**src/rtl/bp_nonsynth_commit_watchdog.sv**
```systemverilog
// End-of-test monitor on the in-order retirement stream: counts commits and traps,
// and ends the run on an instruction cap, a same-PC loop terminator, or a commit hang.
package bp_nonsynth_commit_watchdog_pkg;

  typedef enum logic [0:0] {
    e_bp_default_cfg = 1'b0
  } bp_params_e;

  function automatic int vaddr_width(bp_params_e cfg);
    case (cfg)
      e_bp_default_cfg: return 39;
      default:          return 39;
    endcase
  endfunction

endpackage

module bp_nonsynth_commit_watchdog
  import bp_nonsynth_commit_watchdog_pkg::*;
  #(parameter bp_params_e bp_params_p       = e_bp_default_cfg,
    parameter int         instr_cnt_width_p = 64,
    localparam int        vaddr_width_p     = vaddr_width(bp_params_p))
  (input  logic                         clk_i,
   input  logic                         reset_i,
   input  logic                         freeze_i,
   input  logic                         en_i,
   input  logic                         commit_v_i,
   input  logic [vaddr_width_p-1:0]     commit_pc_i,
   input  logic                         trap_v_i,
   input  logic [31:0]                  instr_cap_i,
   input  logic [7:0]                   loop_limit_i,
   input  logic [31:0]                  stall_limit_i,
   output logic [1:0]                   state_o,
   output logic [instr_cnt_width_p-1:0] instr_cnt_o,
   output logic [31:0]                  trap_cnt_o,
   output logic [31:0]                  stall_cnt_o,
   output logic                         finish_o,
   output logic                         hang_o,
   output logic [1:0]                   reason_o);

  typedef enum logic [1:0] {
    E_IDLE = 2'd0,
    E_RUN  = 2'd1,
    E_DONE = 2'd2,
    E_HANG = 2'd3
  } state_e;

  localparam logic [1:0] REASON_NONE = 2'd0;
  localparam logic [1:0] REASON_CAP  = 2'd1;
  localparam logic [1:0] REASON_LOOP = 2'd2;

  state_e                       state_q, state_d;
  logic [instr_cnt_width_p-1:0] instr_cnt_q, instr_cnt_d;
  logic [31:0]                  trap_cnt_q, trap_cnt_d;
  logic [31:0]                  stall_cnt_q, stall_cnt_d;
  logic [1:0]                   reason_q, reason_d;
  logic [vaddr_width_p-1:0]     last_pc_q, last_pc_d;
  logic                         last_v_q, last_v_d;
  logic [7:0]                   loop_cnt_q, loop_cnt_d;
  logic                         finish_q, finish_d;
  logic                         hang_q, hang_d;

  logic event_v;
  logic cap_hit;
  logic loop_hit;
  logic hang_hit;

  always_comb begin
    state_d     = state_q;
    instr_cnt_d = instr_cnt_q;
    trap_cnt_d  = trap_cnt_q;
    stall_cnt_d = stall_cnt_q;
    reason_d    = reason_q;
    last_pc_d   = last_pc_q;
    last_v_d    = last_v_q;
    loop_cnt_d  = loop_cnt_q;
    event_v     = 1'b0;
    cap_hit     = 1'b0;
    loop_hit    = 1'b0;
    hang_hit    = 1'b0;

    case (state_q)
      E_IDLE: begin
        if (en_i && !freeze_i) state_d = E_RUN;
      end

      E_RUN: begin
        // Pausing wins over every end condition; only the stall count is discarded.
        if (!en_i || freeze_i) begin
          state_d     = E_IDLE;
          stall_cnt_d = '0;
        end else begin
          event_v = commit_v_i | trap_v_i;

          if (commit_v_i && (instr_cnt_q != '1)) instr_cnt_d = instr_cnt_q + 1'b1;
          if (trap_v_i && (trap_cnt_q != '1))    trap_cnt_d  = trap_cnt_q + 32'd1;

          // A trap breaks any self-loop, even if it shares the cycle with a commit.
          if (trap_v_i) begin
            loop_cnt_d = '0;
            last_v_d   = 1'b0;
          end else if (commit_v_i) begin
            if (last_v_q && (commit_pc_i == last_pc_q)) begin
              if (loop_cnt_q != '1) loop_cnt_d = loop_cnt_q + 8'd1;
            end else begin
              loop_cnt_d = '0;
              last_pc_d  = commit_pc_i;
              last_v_d   = 1'b1;
            end
          end

          if (event_v) begin
            stall_cnt_d = '0;
          end else if ((stall_limit_i != '0) && (stall_cnt_q == stall_limit_i - 32'd1)) begin
            stall_cnt_d = stall_limit_i;
            hang_hit    = 1'b1;
          end else if (stall_cnt_q != '1) begin
            stall_cnt_d = stall_cnt_q + 32'd1;
          end

          cap_hit  = (instr_cap_i != '0) && (instr_cnt_d == instr_cnt_width_p'(instr_cap_i));
          loop_hit = (loop_limit_i != '0) && (loop_cnt_d == loop_limit_i);

          if (cap_hit) begin
            state_d  = E_DONE;
            reason_d = REASON_CAP;
          end else if (loop_hit) begin
            state_d  = E_DONE;
            reason_d = REASON_LOOP;
          end else if (hang_hit) begin
            state_d  = E_HANG;
            reason_d = REASON_NONE;
          end
        end
      end

      default: begin
        state_d = state_q;
      end
    endcase

    finish_d = (state_d == E_DONE);
    hang_d   = (state_d == E_HANG);
  end

  always_ff @(posedge clk_i or posedge reset_i) begin
    if (reset_i) begin
      state_q     <= E_IDLE;
      instr_cnt_q <= '0;
      trap_cnt_q  <= '0;
      stall_cnt_q <= '0;
      reason_q    <= REASON_NONE;
      last_pc_q   <= '0;
      last_v_q    <= 1'b0;
      loop_cnt_q  <= '0;
      finish_q    <= 1'b0;
      hang_q      <= 1'b0;
    end else begin
      state_q     <= state_d;
      instr_cnt_q <= instr_cnt_d;
      trap_cnt_q  <= trap_cnt_d;
      stall_cnt_q <= stall_cnt_d;
      reason_q    <= reason_d;
      last_pc_q   <= last_pc_d;
      last_v_q    <= last_v_d;
      loop_cnt_q  <= loop_cnt_d;
      finish_q    <= finish_d;
      hang_q      <= hang_d;
    end
  end

  assign state_o     = state_q;
  assign instr_cnt_o = instr_cnt_q;
  assign trap_cnt_o  = trap_cnt_q;
  assign stall_cnt_o = stall_cnt_q;
  assign finish_o    = finish_q;
  assign hang_o      = hang_q;
  assign reason_o    = reason_q;

endmodule

```
**config.mk**
```make
export PLATFORM = sky130hd
export DESIGN_NAME = bp_nonsynth_commit_watchdog
export DESIGN_NICKNAME = d
export VERILOG_FILES = /design/src/rtl/bp_nonsynth_commit_watchdog.sv
export SDC_FILE = /design/constraint.sdc
export NUM_CORES = 1
export LEC_CHECK = 0
export CELL_PAD_IN_SITES_DETAIL_PLACEMENT = 0
export CELL_PAD_IN_SITES_GLOBAL_PLACEMENT = 1
export CORE_MARGIN = 10
export CORE_UTILIZATION = 43
export DETAILED_ROUTE_END_ITERATION = 16
export HOLD_SLACK_MARGIN = 0.12
export PLACE_DENSITY = 0.86
export SLEW_MARGIN = 0
export SYNTH_ARGS = -nofsm -noshare
export SYNTH_HDL_FRONTEND = slang
export SYNTH_SLANG_ARGS = --single-unit
```
**constraint.sdc**
```tcl
create_clock -name clk_i -period 13.4 [get_ports clk_i]
set_clock_uncertainty 0.1 [all_clocks]
set_input_delay 2.68 -clock clk_i [delete_from_list [all_inputs] [get_ports clk_i]]
set_output_delay 2.68 -clock clk_i [all_outputs]
set_load 0.02 [all_outputs]
```
Yosys cells after proc, flatten, opt, wreduce, memory -nomap -nowiden
Cells that the tools add are included.
{"block": "op_classes", "add_sub_neg": 5, "n_eq_ne": 12, "n_mux": 29, "n_bitwise": 4, "reduce_logical": 23}
{"operator": "64-bit two-way mux", "n": 3}
{"operator": "32-bit two-way mux", "n": 4}
{"operator": "32-bit by 1-bit adder with 32-bit output (second input constant)", "n": 2}
{"operator": "64-bit by 1-bit adder with 64-bit output (second input constant)", "n": 1}
{"operator": "64-bit by 32-bit equality test with 1-bit output", "n": 1}
{"operator": "32-bit != test (second input constant)", "n": 2}
{"operator": "64-bit != test (second input constant)", "n": 1}
{"operator": "32-bit nonzero test", "n": 2}
{"operator": "8-bit two-way mux", "n": 6}
{"operator": "39-bit equality test", "n": 1}
{"operator": "32-bit equality test", "n": 1}
{"operator": "32-bit by 1-bit subtractor with 32-bit output (second input constant)", "n": 1}
{"operator": "2-bit two-way mux", "n": 8}
{"operator": "8-bit by 1-bit adder with 8-bit output (second input constant)", "n": 1}
{"operator": "8-bit equality test", "n": 1}
{"operator": "8-bit != test (second input constant)", "n": 1}
{"operator": "8-bit nonzero test", "n": 1}
{"operator": "1-bit logical AND", "n": 7}
{"operator": "1-bit two-way mux", "n": 7}
{"operator": "3-bit AND reduction", "n": 2}
{"operator": "5-bit AND reduction", "n": 1}
{"operator": "2-bit equality test (second input constant)", "n": 2}
{"operator": "2-bit one-hot mux with 2 select lines", "n": 1}
{"operator": "2-bit AND reduction", "n": 2}
{"operator": "other kinds (11)", "n": 14}
{"block": "word_totals", "ff_bits": 182, "inputBits": 117, "output_inout_bits": 134, "word_cells": 83}

Logic depth before layout (Yosys ltp)
Gate-level depths: netlist (run 1).
{"block": "logic_depth", "depth_word": 14, "depth_mapped": 15, "mapped_depth_nobuf": 12}

Worst setup path before layout (run 1)
OpenSTA, ideal clock, no wires.
{"block": "synth_path", "kind": "input -> register", "startpoint": "input stall_limit_i[2]", "endpoint": "register reason_q[1] (netlist: reason_o[1])", "setup_ns": 0.120, "arrival_time_ns": 5.316, "t_required_ns": 13.180, "path_slack_ns": 7.864, "stages": 13, "n_path_buf": 3, "cell_sequence": "buf_2 > nor4_2 > buf_4 > nand4_4 > or4_1 > a21oi_1 > a311oi_1 > or3_1 > nor4_2 > buf_4 > nor2b_1 > nand2_1 > and3_1"}
{"block": "synth_between", "elab_chain_len": 9, "word_cells_on_any_way": 10, "cone_classes": "add/sub (1); eq/ne (1); mux (4); reduce/logical (4)"}
{"element": "start, declared", "line_no": "32", "rtl": "input logic [31:0] stall_limit_i,"}
{"element": "32-bit by 1-bit subtractor with 32-bit output", "line_no": "114", "rtl": "end else if ((stall_limit_i != '0) && (stall_cnt_q == stall_limit_i - 32'd1)) begin"}
{"element": "32-bit equality test", "line_no": "114"}
{"element": "1-bit logical AND (*)", "line_no": "114"}
{"element": "1-bit two-way mux (*)", "line_no": "114"}
{"element": "1-bit two-way mux (*)", "line_no": "112", "rtl": "if (event_v) begin"}
{"element": "1-bit two-way mux (*)", "line_no": "89", "rtl": "if (!en_i || freeze_i) begin"}
{"element": "1-bit two-way mux (*)", "line_no": "82", "rtl": "case (state_q)"}
{"element": "3-bit nonzero test (no source line) (*)"}
{"element": "3-bit AND reduction (no source line) (*)"}
{"element": "end signal, assigned", "line_no": "163", "rtl": "reason_q <= reason_d;"}
{"element": "end, declared", "line_no": "56", "rtl": "logic [1:0] reason_q, reason_d;"}
Mark *: on every way between the ends. The rest lies on a longest branch, timed or not. The select of a mux whose other input is x is not followed.
A chain may end at the register's enable or synchronous reset.

Worst setup path in the final report (run 1)
Same ends and word-level chain as after synthesis.

==> reports/results.ini, run 1 <==
[run_status]
status = finished clean

[yosys]
synth_ff_type = dfrtp_1
ys_seq_area_frac = 0.342
synth_cell_types = 80
yosysWarnings = 0
synth-edff-count = 0
yosysTopAreaCell = dfrtp_1
syn_inst = 1565
ys_ff_latch = 182
synthArstFlopShare = 1.00
synth_top_area_frac = 0.342
synthesis.area_um2 = 13300
synth_area_leaders = dfrtp_1 34%, xnor2_1 8.3%, xor2_1 7.3%
syn_nets = 1688
syn_avg_cell_area_um2 = 8.52

[clock_network]
numCtsBuffers = 17
cts_resized = 0
insertion_delay_ns = 0.45
clk_pin_slew_ns = 0.08
cts_tree = yes
ctsHoldBuffers = 0
root_buffer = clkbuf_16
htree_levels = 4
cts.sinks = 182
cts_buffer_depth = 2
post_cts_buffers = 0

[timing]
finalSetupViolations = 0
fmax_ghz = 0.139
fin_setup_tns_ns = 0
holdWs_ns = 0.396
min_period_over_period = 0.535
final-max-slew-violation-count = 0
timing.final.crit_period_ns = 7.17
hold_violations = 0
rsz0062_at_grt = false
maxSlewHeadroom = 0.249
worst_pin_slew_ns = 1.12

[final_layout]
area_delta_synth_final_pct = 25.1
layout-drive-gt1-share = 0.0717
utilization = 0.545
n_antenna_cell = 0
final_common_cell = clkdlybuf4s50_1
fin_cells = 2168
final_cell_mix = 250 x clkdlybuf4s50_1, 182 x dfrtp_1, 173 x nand2_1
fin_nets = 1882

[die]
pin_count = 251
core.rowCount = 64
start_util = 0.436
coreArea_um2 = 30600
dieArea_um2 = 38500
die_height_um = 196
die_w_um = 196

[global_route]
grt_pass1_wl_mm = 76.6
grt_max_degree = 113
grt_pass1_vias = 13000
gr-total-overflow = 0
track_usage = 0.247
antenna_found_initial = 0

[routing]
drc = 0
wl_per_cell_um = 22.6
drtPass1Iterations = 5
routed-via-count = 13200
drtIter0Drc = 1269
wirelength_mm = 48.9
ant_nets = 0
vias_per_cell = 6.07

[place]
place_congestion = 0.947
io_buffers = 250
hpwl_mm = 37.4
placed_cells = 2136

[setup_path]
critPathKind = input port to flop
cp.required_ns = 13.64
crit_family = simple AND/OR/NAND/NOR gates
setup.worst_path.end_class = flop
arrival_ns = 7.41
max_stage_delay_ns = 0.94
crit_buf_inv = 2
startpoint_type = input port
path_max_fanout = 83
cp_slowest_cell = nor4_2
crit_chain = clkdlybuf4s50_1 > nor4_2 > nand4_1 > o41a_1 > nor4_1 > nand4b_1 > nor4_4 > buf_4 > nor2b_1 > nand2_1 > and3_1

[min_path]
hold_class = flop to flop

[flow_run]
max-cap-violations = 0

[power_and_ir_drop]
ir_drop_mv = 0.0846
finalPower_uw = 1390
power_density_nw_per_um2 = 83.5
p_leak_uw = 0.00632

==> report_power, final <==
part / switching [uW] / internal [uW] / total [uW]
registers: 35.6 / 582 / 618
clock network: 278 / 258 / 536
logic: 122 / 117 / 239
==> cells by family after synthesis <==
| logic type | after synthesis | share of synthesized area |
|---|---|---|
| buffers and inverters | 117 | 0.0385 |
| muxes | 51 | 0.0424 |
| DFF | 182 | 0.342 |
| adders and majority gates | 6 | 0.00563 |
| and+or+nand+nor | 706 | 0.289 |
| xor gates and xnor gates | 237 | 0.156 |
| AOI/OAI and AO/OA | 266 | 0.127 |
==> final cells by class <==
type,count,area [um2]
Clock buffer,17,425
Clock inverter,15,200
Fill cell,2862,13900
Inverter,28,113
Multi-Input combinational cell,1266,8280
Sequential cell,182,4550
Tap cell,396,495
Timing Repair Buffer,264,2610
==> worst register-to-register path: stages (launching register included) <==
cell and delay (ns):
dfrtp_1 0.52, ha_1 0.33, nand4_1 0.27, or4_1 0.84, nor3_4 0.54, a21oi_2 0.39
o32ai_1 0.37, a21oi_1 0.09, nor4_1 0.74, and3_1 0.31, a21boi_2 0.10, o221a_1 0.23
==> cells in the mapped netlist (28+ instances only) <==
cell type,number
dfrtp_1,182
nand2_1,173
xnor2_1,126
xor2_1,111
nor2_1,84
nor3_1,70
nand4_1,68
nor4_1,68
nand3_1,61
o21ai_0,59
clkbuf_1,53
a21oi_1,50
mux2_2,44
o21ai_1,34
and3_1,32
and4_1,28
inv_1,28
==> per-layer routing <==
layer,GRT usage,share of wire
met5,0,0
met2,0.404,0.47
met1,0.323,0.43
met4,0.0605,0.019
met3,0.0578,0.082
==> through the flow <==
| step | setup slack [ns] | cell area, um2 |
|---|---|---|
| finish | 6.23 | 16700 |
| global route | 5.84 | 16700 |
| CTS | 6.26 | 16700 |
| detailed placement | 5.80 | 16100 |
| global placement | 5.90 | 16100 |
| floorplan | 5.68 | 13300 |
==> registers in the layout, indices dropped and copies added (netlist names) <==
register,flops
finish_o,1
stall_cnt_o,32
reason_o,2
last_pc_q,39
loop_cnt_q,8
last_v_q,1
hang_o,1
instr_cnt_o,64
state_o,2
trap_cnt_o,32
==> path summary, 6_finish.rpt <==
path | startpoint | endpoint | slack, ns | depth (start not counted)
max | stall_limit_i[2] | reason_o[1] | 6.23 | 11
min | trap_cnt_o[28] | trap_cnt_o[28] | 0.40 | 1
max reg2reg | instr_cnt_o[0] | state_o[0] | 8.48 | 11
min reg2reg | trap_cnt_o[28] | trap_cnt_o[28] | 0.40 | 1
max in group asynchronous | reset_i | stall_cnt_o[22] | 9.02 | 3
min in group asynchronous | reset_i | trap_cnt_o[16] | 2.68 | 2
(Power assumes the default switching activity.)
==> inputs of run 2 (changes only) <==
--- a/config.mk
+++ b/config.mk
@@ -8,10 +8,10 @@
 export CELL_PAD_IN_SITES_DETAIL_PLACEMENT = 0
 export CELL_PAD_IN_SITES_GLOBAL_PLACEMENT = 1
 export CORE_MARGIN = 10
-export CORE_UTILIZATION = 43
+export CORE_UTILIZATION = 40
 export DETAILED_ROUTE_END_ITERATION = 16
 export HOLD_SLACK_MARGIN = 0.12
-export PLACE_DENSITY = 0.86
+export PLACE_DENSITY = 0.81
 export SLEW_MARGIN = 0
 export SYNTH_ARGS = -nofsm -noshare
 export SYNTH_HDL_FRONTEND = slang
==> constraint.sdc (replaced) <==
create_clock -name clk_i -period 7 [get_ports clk_i]
set_clock_uncertainty 0.1 [all_clocks]
set_input_delay 1.4 -clock clk_i [delete_from_list [all_inputs] [get_ports clk_i]]
set_output_delay 1.4 -clock clk_i [all_outputs]
set_load 0.02 [all_outputs]
==> reports/results.ini, run 2 (synthesis results as in run 1) <==
[run_status]
status = finished clean

[timing]
hold_violations = 0
fmax_ghz = 0.198
fin_setup_tns_ns = 0
min_period_over_period = 0.723
final-max-slew-violation-count = 0
maxSlewHeadroom = 0.254
worst_pin_slew_ns = 1.11
rsz0062_at_grt = false
timing.final.crit_period_ns = 5.06
finalSetupViolations = 0

[final_layout]
largest_register_ff_count = 64
final_cell_mix = 250 x clkdlybuf4s50_1, 182 x dfrtp_1, 173 x nand2_1
fin_cells = 2215
final_common_cell = clkdlybuf4s50_1
area_delta_synth_final_pct = 25.6
layout-drive-gt1-share = 0.0717
design_area_um2 = 16700
fin_nets = 1882

[clock_network]
insertion_delay_ns = 0.46
numCtsBuffers = 17
ctsHoldBuffers = 0
cts_buffer_depth = 2
cts_tree = yes
root_buffer = clkbuf_16
clk_pin_slew_ns = 0.08
cts_resized = 0
htree_levels = 4
post_cts_buffers = 0
cts.sinks = 182

[power_and_ir_drop]
power_density_nw_per_um2 = 160
power.share.clock = 0.385
p_switching_uw = 812
combPwrFrac = 0.172
ir_drop_mv = 0.165
p_int_uw = 1860
p_leak_uw = 0.00633
swShare = 0.304
seqPwrFrac = 0.443

[global_route]
gr-total-overflow = 0
track_usage = 0.233
grt_pass1_vias = 13000
grt_pass1_wl_mm = 76.6
grt_max_degree = 143
antenna_found_initial = 1

[setup_path]
arrival_ns = 5.27
startpoint_type = input port
rr_startpoint = instr_cnt_o[0]
path_max_fanout = 37
worstSetupStartpoint = stall_limit_i[2]
critPathKind = input port to flop
setup.worst_path.end_class = flop
cp.required_ns = 7.21

[routing]
drc = 0
ant_nets = 0
vias_per_cell = 5.93
wl_per_cell_um = 22.0
drtPass1Iterations = 5
drtIter0Drc = 1120
wirelength_mm = 48.8
routed-via-count = 13100

[place]
place_congestion = 0.960
io_buffers = 250
placed_cells = 2182
hpwl_mm = 37.7
placed_cell_area_um2 = 16100

[die]
core.rowCount = 66
die_height_um = 203
start_util = 0.408
die_w_um = 203
dieArea_um2 = 41000
pin_count = 251
coreArea_um2 = 32700

[min_path]
min_from = trap_cnt_o[7]
hold_class = flop to flop

[flow_run]
max-cap-violations = 0

## run 2: cell count changes in the layout (fill, tap and decap cells not counted)
| cell | delta |
|---|---|
| inv_6 | +1 |
| clkinv_8 | -1 |
| inv_12 | -2 |
| clkinvlp_4 | -1 |
| bufinv_16 | +1 |
| inv_8 | +2 |
| diode_2 | +1 |
## run 2: cell type report
type | instances | area [um2]
clock buffer | 17 | 425
multi-input combinational | 1266 | 8280
antenna | 1 | 2.50
sequential | 182 | 4550
timing repair buffer | 264 | 2610
inverter | 28 | 113
fill | 3154 | 16000
tap | 442 | 553
clock inverter | 15 | 205
## run 2: metrics by stage
step | hold WS, ns | setup WS (ns) | power [uW] | util
floorplan | 0.363 | 0.556 | 1450 | -
global placement | 0.377 | 1.61 | 1660 | 0.493
detailed placement | 0.379 | 1.56 | 1660 | 0.493
CTS | 0.394 | 2.03 | 2700 | 0.512
global route | 0.418 | 1.70 | 2780 | 0.512
finish | 0.391 | 1.94 | 2670 | 0.512
## run 2: per-layer routing
layer / track usage / part of all wire / vias to the layer above
li1: - / - / 6140
met1: 0.310 / 0.44 / 6390
met2: 0.372 / 0.46 / 530
met3: 0.0551 / 0.073 / 73
met4: 0.0631 / 0.019 / 0
met5: 0 / 0 / -
## run 2: power groups by stage
stage	logic (uW)	clock network, uW	registers (uW)
floorplan	242	0	1210
global placement	458	0	1200
detailed placement	461	0	1200
CTS	463	1050	1180
global route	501	1090	1190
finish	461	1030	1180
## run 2: critical path, stage by stage
cell and delay (ns):
clkdlybuf4s50_1 0.60, nor4_2 0.34, buf_4 0.22, and4_1 0.41, nand3_1 0.17, xor2_1 0.17
a211oi_1 0.36, o211ai_1 0.24, nor4_4 0.34, buf_4 0.37, buf_4 0.34, o21ai_0 0.13
nand2_1 0.08, o21ai_0 0.08
## run 2: path summary, 6_finish.rpt
| check | endpoint | slack (ns) | cells after the start |
|---|---|---|---|
| worst max-delay path | stall_cnt_o[10] | 1.94 | 14 |
| worst min-delay path | trap_cnt_o[7] | 0.39 | 1 |
| worst max register to register | state_o[0] | 2.18 | 11 |
| worst min register to register | trap_cnt_o[7] | 0.39 | 1 |
| max in group asynchronous | stall_cnt_o[10] | 4.21 | 3 |
| min in group asynchronous | last_pc_q[6] | 1.46 | 2 |
